## src/rtl/seg7_scan_decoder.sv

```systemverilog
// Passive monitor for the multiplexed 7-digit display bus: rebuilds stable per-digit
// segment patterns from the scan, decodes them to hex and tracks scan health.
module seg7_scan_decoder #(
    parameter int          DIGITS       = 7,
    parameter int          SETTLE       = 4,
    parameter int          STABLE_SCANS = 2,
    parameter logic [27:0] TIMEOUT      = 28'd100000
) (
    input  logic                clk,
    input  logic                rst_n,
    input  logic [DIGITS-1:0]   trans,
    input  logic [6:0]          led7seg,
    output logic [7*DIGITS-1:0] seg_out,
    output logic [4*DIGITS-1:0] hex_out,
    output logic [DIGITS-1:0]   hex_valid,
    output logic                frame_stb,
    output logic                scan_active,
    output logic [7:0]          err_cnt
);
    localparam logic [3:0] SETTLE_C = 4'(SETTLE);
    localparam logic [2:0] STABLE_C = 3'(STABLE_SCANS);

    typedef enum logic [1:0] {ST_IDLE, ST_SETTLE, ST_HOLD} state_t;

    logic [DIGITS-1:0]   trans_s1_q, trans_s2_q;
    logic [6:0]          led_s1_q, led_s2_q;
    state_t              state_q, state_d;
    logic [3:0]          cnt_q, cnt_d;
    logic [2:0]          dig_q, dig_d;
    logic [DIGITS-1:0]   sel_q, sel_d;
    logic [7*DIGITS-1:0] last_q, last_d, seg_q, seg_d;
    logic [3*DIGITS-1:0] mcnt_q, mcnt_d;
    logic [4*DIGITS-1:0] hex_q, hex_d;
    logic [DIGITS-1:0]   hv_q, hv_d;
    logic [DIGITS-1:0]   seen_q, seen_d, seen_or, samp_bit;
    logic                frame_q, frame_d;
    logic [27:0]         idle_q, idle_d;
    logic                active_q, active_d;
    logic [7:0]          err_q, err_d;
    logic                ill_q, ill_d;

    logic [2:0] zero_cnt, sel_dig;
    logic       sel_onehot, sel_illegal, start, sample;

    function automatic logic [4:0] hex_decode(input logic [6:0] s);
        case (s)
            7'b1000000: return 5'h10;
            7'b1111001: return 5'h11;
            7'b0100100: return 5'h12;
            7'b0110000: return 5'h13;
            7'b0011001: return 5'h14;
            7'b0010010: return 5'h15;
            7'b0000010: return 5'h16;
            7'b1111000: return 5'h17;
            7'b0000000: return 5'h18;
            7'b0010000: return 5'h19;
            7'b0001000: return 5'h1A;
            7'b0000011: return 5'h1B;
            7'b1000110: return 5'h1C;
            7'b0100001: return 5'h1D;
            7'b0000110: return 5'h1E;
            7'b0001110: return 5'h1F;
            default:    return 5'h00;
        endcase
    endfunction

    // trans[DIGITS-1-i] low selects digit i
    always_comb begin
        zero_cnt = '0;
        sel_dig  = '0;
        for (int i = 0; i < DIGITS; i++) begin
            if (!trans_s2_q[DIGITS-1-i]) begin
                zero_cnt = zero_cnt + 3'd1;
                sel_dig  = 3'(i);
            end
        end
        sel_onehot  = (zero_cnt == 3'd1);
        sel_illegal = (zero_cnt >= 3'd2);
    end

    always_comb begin
        state_d = state_q;
        cnt_d   = cnt_q;
        dig_d   = dig_q;
        sel_d   = sel_q;
        start   = 1'b0;
        sample  = 1'b0;
        case (state_q)
            ST_IDLE: start = sel_onehot;
            ST_SETTLE: begin
                if (trans_s2_q == sel_q) begin
                    cnt_d = cnt_q + 4'd1;
                    if (cnt_d == SETTLE_C) begin
                        sample  = 1'b1;
                        state_d = ST_HOLD;
                    end
                end else if (sel_onehot) begin
                    start = 1'b1;
                end else begin
                    state_d = ST_IDLE;
                end
            end
            ST_HOLD: begin
                if (trans_s2_q != sel_q) begin
                    if (sel_onehot) start = 1'b1;
                    else            state_d = ST_IDLE;
                end
            end
            default: state_d = ST_IDLE;
        endcase
        if (start) begin
            state_d = ST_SETTLE;
            cnt_d   = 4'd1;
            dig_d   = sel_dig;
            sel_d   = trans_s2_q;
            if (SETTLE_C == 4'd1) begin
                sample  = 1'b1;
                state_d = ST_HOLD;
            end
        end
    end

    // Per-digit stability filter; a pattern is committed only on the scan that reaches STABLE_SCANS
    always_comb begin
        last_d = last_q;
        mcnt_d = mcnt_q;
        seg_d  = seg_q;
        for (int i = 0; i < DIGITS; i++) begin
            if (sample && dig_d == 3'(i)) begin
                if (led_s2_q == last_q[7*i +: 7]) begin
                    if (mcnt_q[3*i +: 3] != 3'd7) mcnt_d[3*i +: 3] = mcnt_q[3*i +: 3] + 3'd1;
                end else begin
                    last_d[7*i +: 7] = led_s2_q;
                    mcnt_d[3*i +: 3] = 3'd1;
                end
                if (mcnt_d[3*i +: 3] == STABLE_C) seg_d[7*i +: 7] = led_s2_q;
            end
        end
    end

    genvar gi;
    generate
        for (gi = 0; gi < DIGITS; gi++) begin : g_hex
            logic [4:0] dec;
            assign dec               = hex_decode(seg_q[7*gi +: 7]);
            assign hex_d[4*gi +: 4]  = dec[3:0];
            assign hv_d[gi]          = dec[4];
        end
    endgenerate

    always_comb begin
        samp_bit = sample ? ({{(DIGITS-1){1'b0}}, 1'b1} << dig_d) : '0;
        seen_or  = seen_q | samp_bit;
        seen_d   = seen_or;
        frame_d  = 1'b0;
        if (seen_or == '1) begin
            seen_d  = '0;
            frame_d = 1'b1;
        end

        idle_d   = idle_q;
        active_d = active_q;
        if (sample) begin
            idle_d   = '0;
            active_d = 1'b1;
        end else begin
            if (idle_q < TIMEOUT) idle_d = idle_q + 28'd1;
            if (idle_d >= TIMEOUT) active_d = 1'b0;
        end

        ill_d = sel_illegal;
        err_d = err_q;
        if (sel_illegal && !ill_q && err_q != 8'hFF) err_d = err_q + 8'd1;
    end

    always_ff @(posedge clk or negedge rst_n) begin
        if (!rst_n) begin
            trans_s1_q <= '1;
            trans_s2_q <= '1;
            led_s1_q   <= '1;
            led_s2_q   <= '1;
            state_q    <= ST_IDLE;
            cnt_q      <= '0;
            dig_q      <= '0;
            sel_q      <= '1;
            last_q     <= '1;
            mcnt_q     <= '0;
            seg_q      <= '1;
            hex_q      <= '0;
            hv_q       <= '0;
            seen_q     <= '0;
            frame_q    <= 1'b0;
            idle_q     <= '0;
            active_q   <= 1'b0;
            err_q      <= '0;
            ill_q      <= 1'b0;
        end else begin
            trans_s1_q <= trans;
            trans_s2_q <= trans_s1_q;
            led_s1_q   <= led7seg;
            led_s2_q   <= led_s1_q;
            state_q    <= state_d;
            cnt_q      <= cnt_d;
            dig_q      <= dig_d;
            sel_q      <= sel_d;
            last_q     <= last_d;
            mcnt_q     <= mcnt_d;
            seg_q      <= seg_d;
            hex_q      <= hex_d;
            hv_q       <= hv_d;
            seen_q     <= seen_d;
            frame_q    <= frame_d;
            idle_q     <= idle_d;
            active_q   <= active_d;
            err_q      <= err_d;
            ill_q      <= ill_d;
        end
    end

    assign seg_out     = seg_q;
    assign hex_out     = hex_q;
    assign hex_valid   = hv_q;
    assign frame_stb   = frame_q;
    assign scan_active = active_q;
    assign err_cnt     = err_q;

endmodule

```

## config.mk

```make
export PLATFORM = sky130hd
export DESIGN_NAME = seg7_scan_decoder
export DESIGN_NICKNAME = d
export VERILOG_FILES = /design/src/rtl/seg7_scan_decoder.sv
export SDC_FILE = /design/constraint.sdc
export NUM_CORES = 1
export LEC_CHECK = 0
export CORE_ASPECT_RATIO = 0.5
export CORE_UTILIZATION = 60
export CTS_BUF_LIST = sky130_fd_sc_hd__clkbuf_4 sky130_fd_sc_hd__clkbuf_8
export DETAILED_ROUTE_END_ITERATION = 10
export GPL_ROUTABILITY_DRIVEN = 0
export PLACE_DENSITY = 0.85
export SLEW_MARGIN = 20
export SYNTH_ARGS = -nofsm -noshare
export SYNTH_HDL_FRONTEND = slang
export SYNTH_SLANG_ARGS = --single-unit
```

## constraint.sdc

```tcl
create_clock -name clk -period 7.4 [get_ports clk]
set_input_delay 0.74 -clock clk [delete_from_list [all_inputs] [get_ports clk]]
set_output_delay 0.74 -clock clk [all_outputs]
set_load 0.01 [all_outputs]
```

==> impl_metrics.py <==
metrics = {
    "final_layout": {
        "syn2layout_area_growth_pct": 15.4,
        "fin_area_sq_um": 14900,
        "final_util_pct": 71.6,
        "drive_above_1_share_pct": 24.6,
        "nFillCells": 1421,
        "fin_nets": 1368,
        "diodes": 0,
    },
    "yosys": {
        "ys_ff_latch": 244,
        "synth.top_cell.area_share_pct": 27.1,
        "ys_types": 78,
        "avgSynthCellArea_sq_um": 10.2,
        "synth_top_area_cell": "dfstp_2",
        "synth_common_cells": "133 x dfstp_2, 114 x nor2_1, 111 x dfrtp_1, 111 x nand2_1, 99 x mux2_2",
        "yosysSeqAreaShare_pct": 48.6,
        "synth-edff-count": 0,
        "yosys_warnings": 0,
        "syn-cell-area_sq_um": 12900,
        "synth_cells": 1261,
        "synth_top_flop_cell": "dfstp_2",
        "synth_fp_nets": 1298,
        "synthTopCellsByArea": "dfstp_2 27%, dfrtp_1 22%, mux2_2 8.6%",
        "synthMostInstantiatedCell": "dfstp_2",
        "async_reset_ff_share_pct": 100,
    },
    "critical_path": {
        "reg2reg_depth": 21,
        "crit_arrival_ns": 6.76,
        "worstSetupEndpointType": "register",
        "r2r_start": "trans_s2_q[5]",
        "worstPathMaxFanout": 14,
        "r2r-end": "seg_out[43]",
        "worst_ep_required_time_ns": 7.84,
        "reg2reg_slack_ns": 1.09,
        "path_class": "register to register",
        "cp-start-kind": "register",
    },
    "timing": {
        "hold_viol": 0,
        "period_needed_ns": 6.31,
        "tightest_slew_ns": 0.998,
        "timing.slew.headroom_pct": 32.8,
        "max_freq_mhz": 158,
        "skew_ns": 0.0223,
        "timing.hold.ws_ns": 0.216,
        "post-route-period-util_pct": 85.3,
        "fin_setup_tns_ns": 0,
        "rsz0062_at_grt": "no",
        "finalSetupViolations": 0,
        "slew_violations": 0,
    },
    "status": {
        "status": "finished, final reports clean",
    },
    "clocking": {
        "clkSinkCount": 244,
        "post_cts_buffers": 0,
        "htreeDepth": 2,
        "insertion_delay_ns": 0.54,
        "cts_buffers": 36,
        "cts_hold_buf": 0,
        "clk_pin_slew_ns": 0.07,
        "cts-root-buf": "clkbuf_8",
        "cts_resized": 0,
        "max-clock-path-buffers": 3,
        "cts_tree": "done",
    },
    "route": {
        "drt_iter0_drc": 887,
        "wl_per_cell_um": 17.1,
        "firstDrtPassIters": 8,
        "vias_per_cell": 6.06,
        "postRouteAntennaNets": 0,
        "drcViolationCount": 0,
        "vias": 9892,
        "totalWireLength_um": 28000,
    },
    "floorplan": {
        "ios": 110,
        "die_area_sq_um": 22100,
        "die_h_um": 106,
        "row_count": 37,
        "floorplan.initialDensity_pct": 62.1,
        "die_w_um": 209,
        "core_sq_um": 20800,
    },
    "power_and_ir_drop": {
        "power.density_nw_per_um2": 209,
        "finalPower_uw": 3110,
        "ir_drop_v": 0.000149,
        "p_leak_uw": 0.00609,
    },
    "global_routing": {
        "grt_overflow": 0,
        "grt_pass1_vias": 9541,
        "grt_antenna_before_repair": 0,
        "grt.total_usage_pct": 25.9,
        "grt_max_degree": 97,
        "grt_pass1_wl_um": 46900,
    },
    "worst_hold_path": {
        "hp-class": "input pin to async pin",
    },
    "place": {
        "place_area_sq_um": 14100,
        "dp_hpwl_um": 18000,
        "portBuffers": 109,
    },
    "run": {
        "drv_cap": 0,
    },
}
through the flow:
step | worst slack (ns) | cells
floorplan | 2.07 | 1261
global placement | 1.47 | 1566
detailed placement | 1.18 | 1566
CTS | 1.08 | 1632
global route | 0.805 | 1632
finish | 1.09 | 1632
kinds of logic after synthesis:
logic type	after synthesis	synth area share [%]
and+or+nand+nor	468	19.1
DFF	244	48.6
AOI/OAI and AO/OA	211	10.7
buffers and inverters	114	3.51
muxes	107	9.30
xor gates and xnor gates	96	6.81
adders and majority gates	21	2.04
cell usage in the layout (no fill, tap or decap), types with 7 or more instances in the layout:
cell / n
o21ai_0: 46
nor2_1: 114
nand2b_1: 18
clkbuf_4: 15
nor3b_1: 9
or3_1: 10
o22ai_1: 7
dfrtp_1: 111
nor3_1: 29
nand3b_1: 7
ha_1: 21
mux2_2: 99
a31oi_1: 21
nor4_1: 16
nor4bb_1: 7
xor2_1: 44
clkdlybuf4s50_1: 108
a21oi_1: 60
nor2b_1: 21
nand2_1: 111
inv_1: 27
and2_1: 8
clkbuf_8: 44
and3_1: 16
nand3_1: 40
dfstp_2: 133
nand4_1: 29
o211ai_1: 9
buf_4: 10
xnor2_1: 48
power by group:
| part | internal [uW] | switching [uW] |
|---|---|---|
| Clock | 687 | 522 |
| Combinational | 181 | 219 |
| Sequential | 1420 | 83.8 |
| Total | 2290 | 825 |
how the worst max path moves through the flow:
stage	cells after the start	to	start	slack, ns
after floorplan	20	seg_out[35]	trans_s2_q[5]	2.07
after global placement	21	seg_out[44]	trans_s2_q[5]	1.47
after detailed placement	21	seg_out[43]	trans_s2_q[5]	1.18
after CTS	21	seg_out[43]	trans_s2_q[5]	1.08
after global routing	21	seg_out[43]	trans_s2_q[5]	0.80
final	21	seg_out[43]	trans_s2_q[5]	1.09
worst max-delay path, cell delays in order (launching register included):
cell	delay, ns
dfstp_2	0.60
inv_1	0.07
ha_1	0.34
xnor2_2	0.28
ha_1	0.28
nor2b_1	0.15
a21o_1	0.18
ha_1	0.26
nor2b_1	0.14
a21o_1	0.19
ha_1	0.29
mux2_2	0.27
ha_1	0.17
nor2b_1	0.14
xnor2_1	0.25
xnor2_2	0.17
nor4_4	0.69
buf_4	0.34
mux2_2	0.36
and2_1	0.33
nand2_1	0.34
mux2_2	0.39
state kept, by name, summed over array words and instances, names as in the netlist, 8 cells and up:
name / flops
idle_q: 28
hex_out: 28
err_cnt: 8
last_q: 49
mcnt_q: 21
seg_out: 49
layer usage:
layer / part of all wire, % / global-route usage (%)
met5: 0 / 0
met4: 2.0 / 6.93
met3: 6.1 / 5.21
met2: 47 / 41.6
met1: 45 / 35.9
cell type report:
cell class              instances  area [sq um]  share of cell area [%]
repair buffers                119          1170                    7.87
inverters                      27           101                   0.681
clock inverters                 7          93.8                   0.631
clock buffers                  59           718                    4.83
flip-flops and latches        244          6270                    42.1
well taps                     273           342                    2.30
multi-input cells             903          6180                    41.6
No activity file was read; power rests on OpenSTA's default activity.
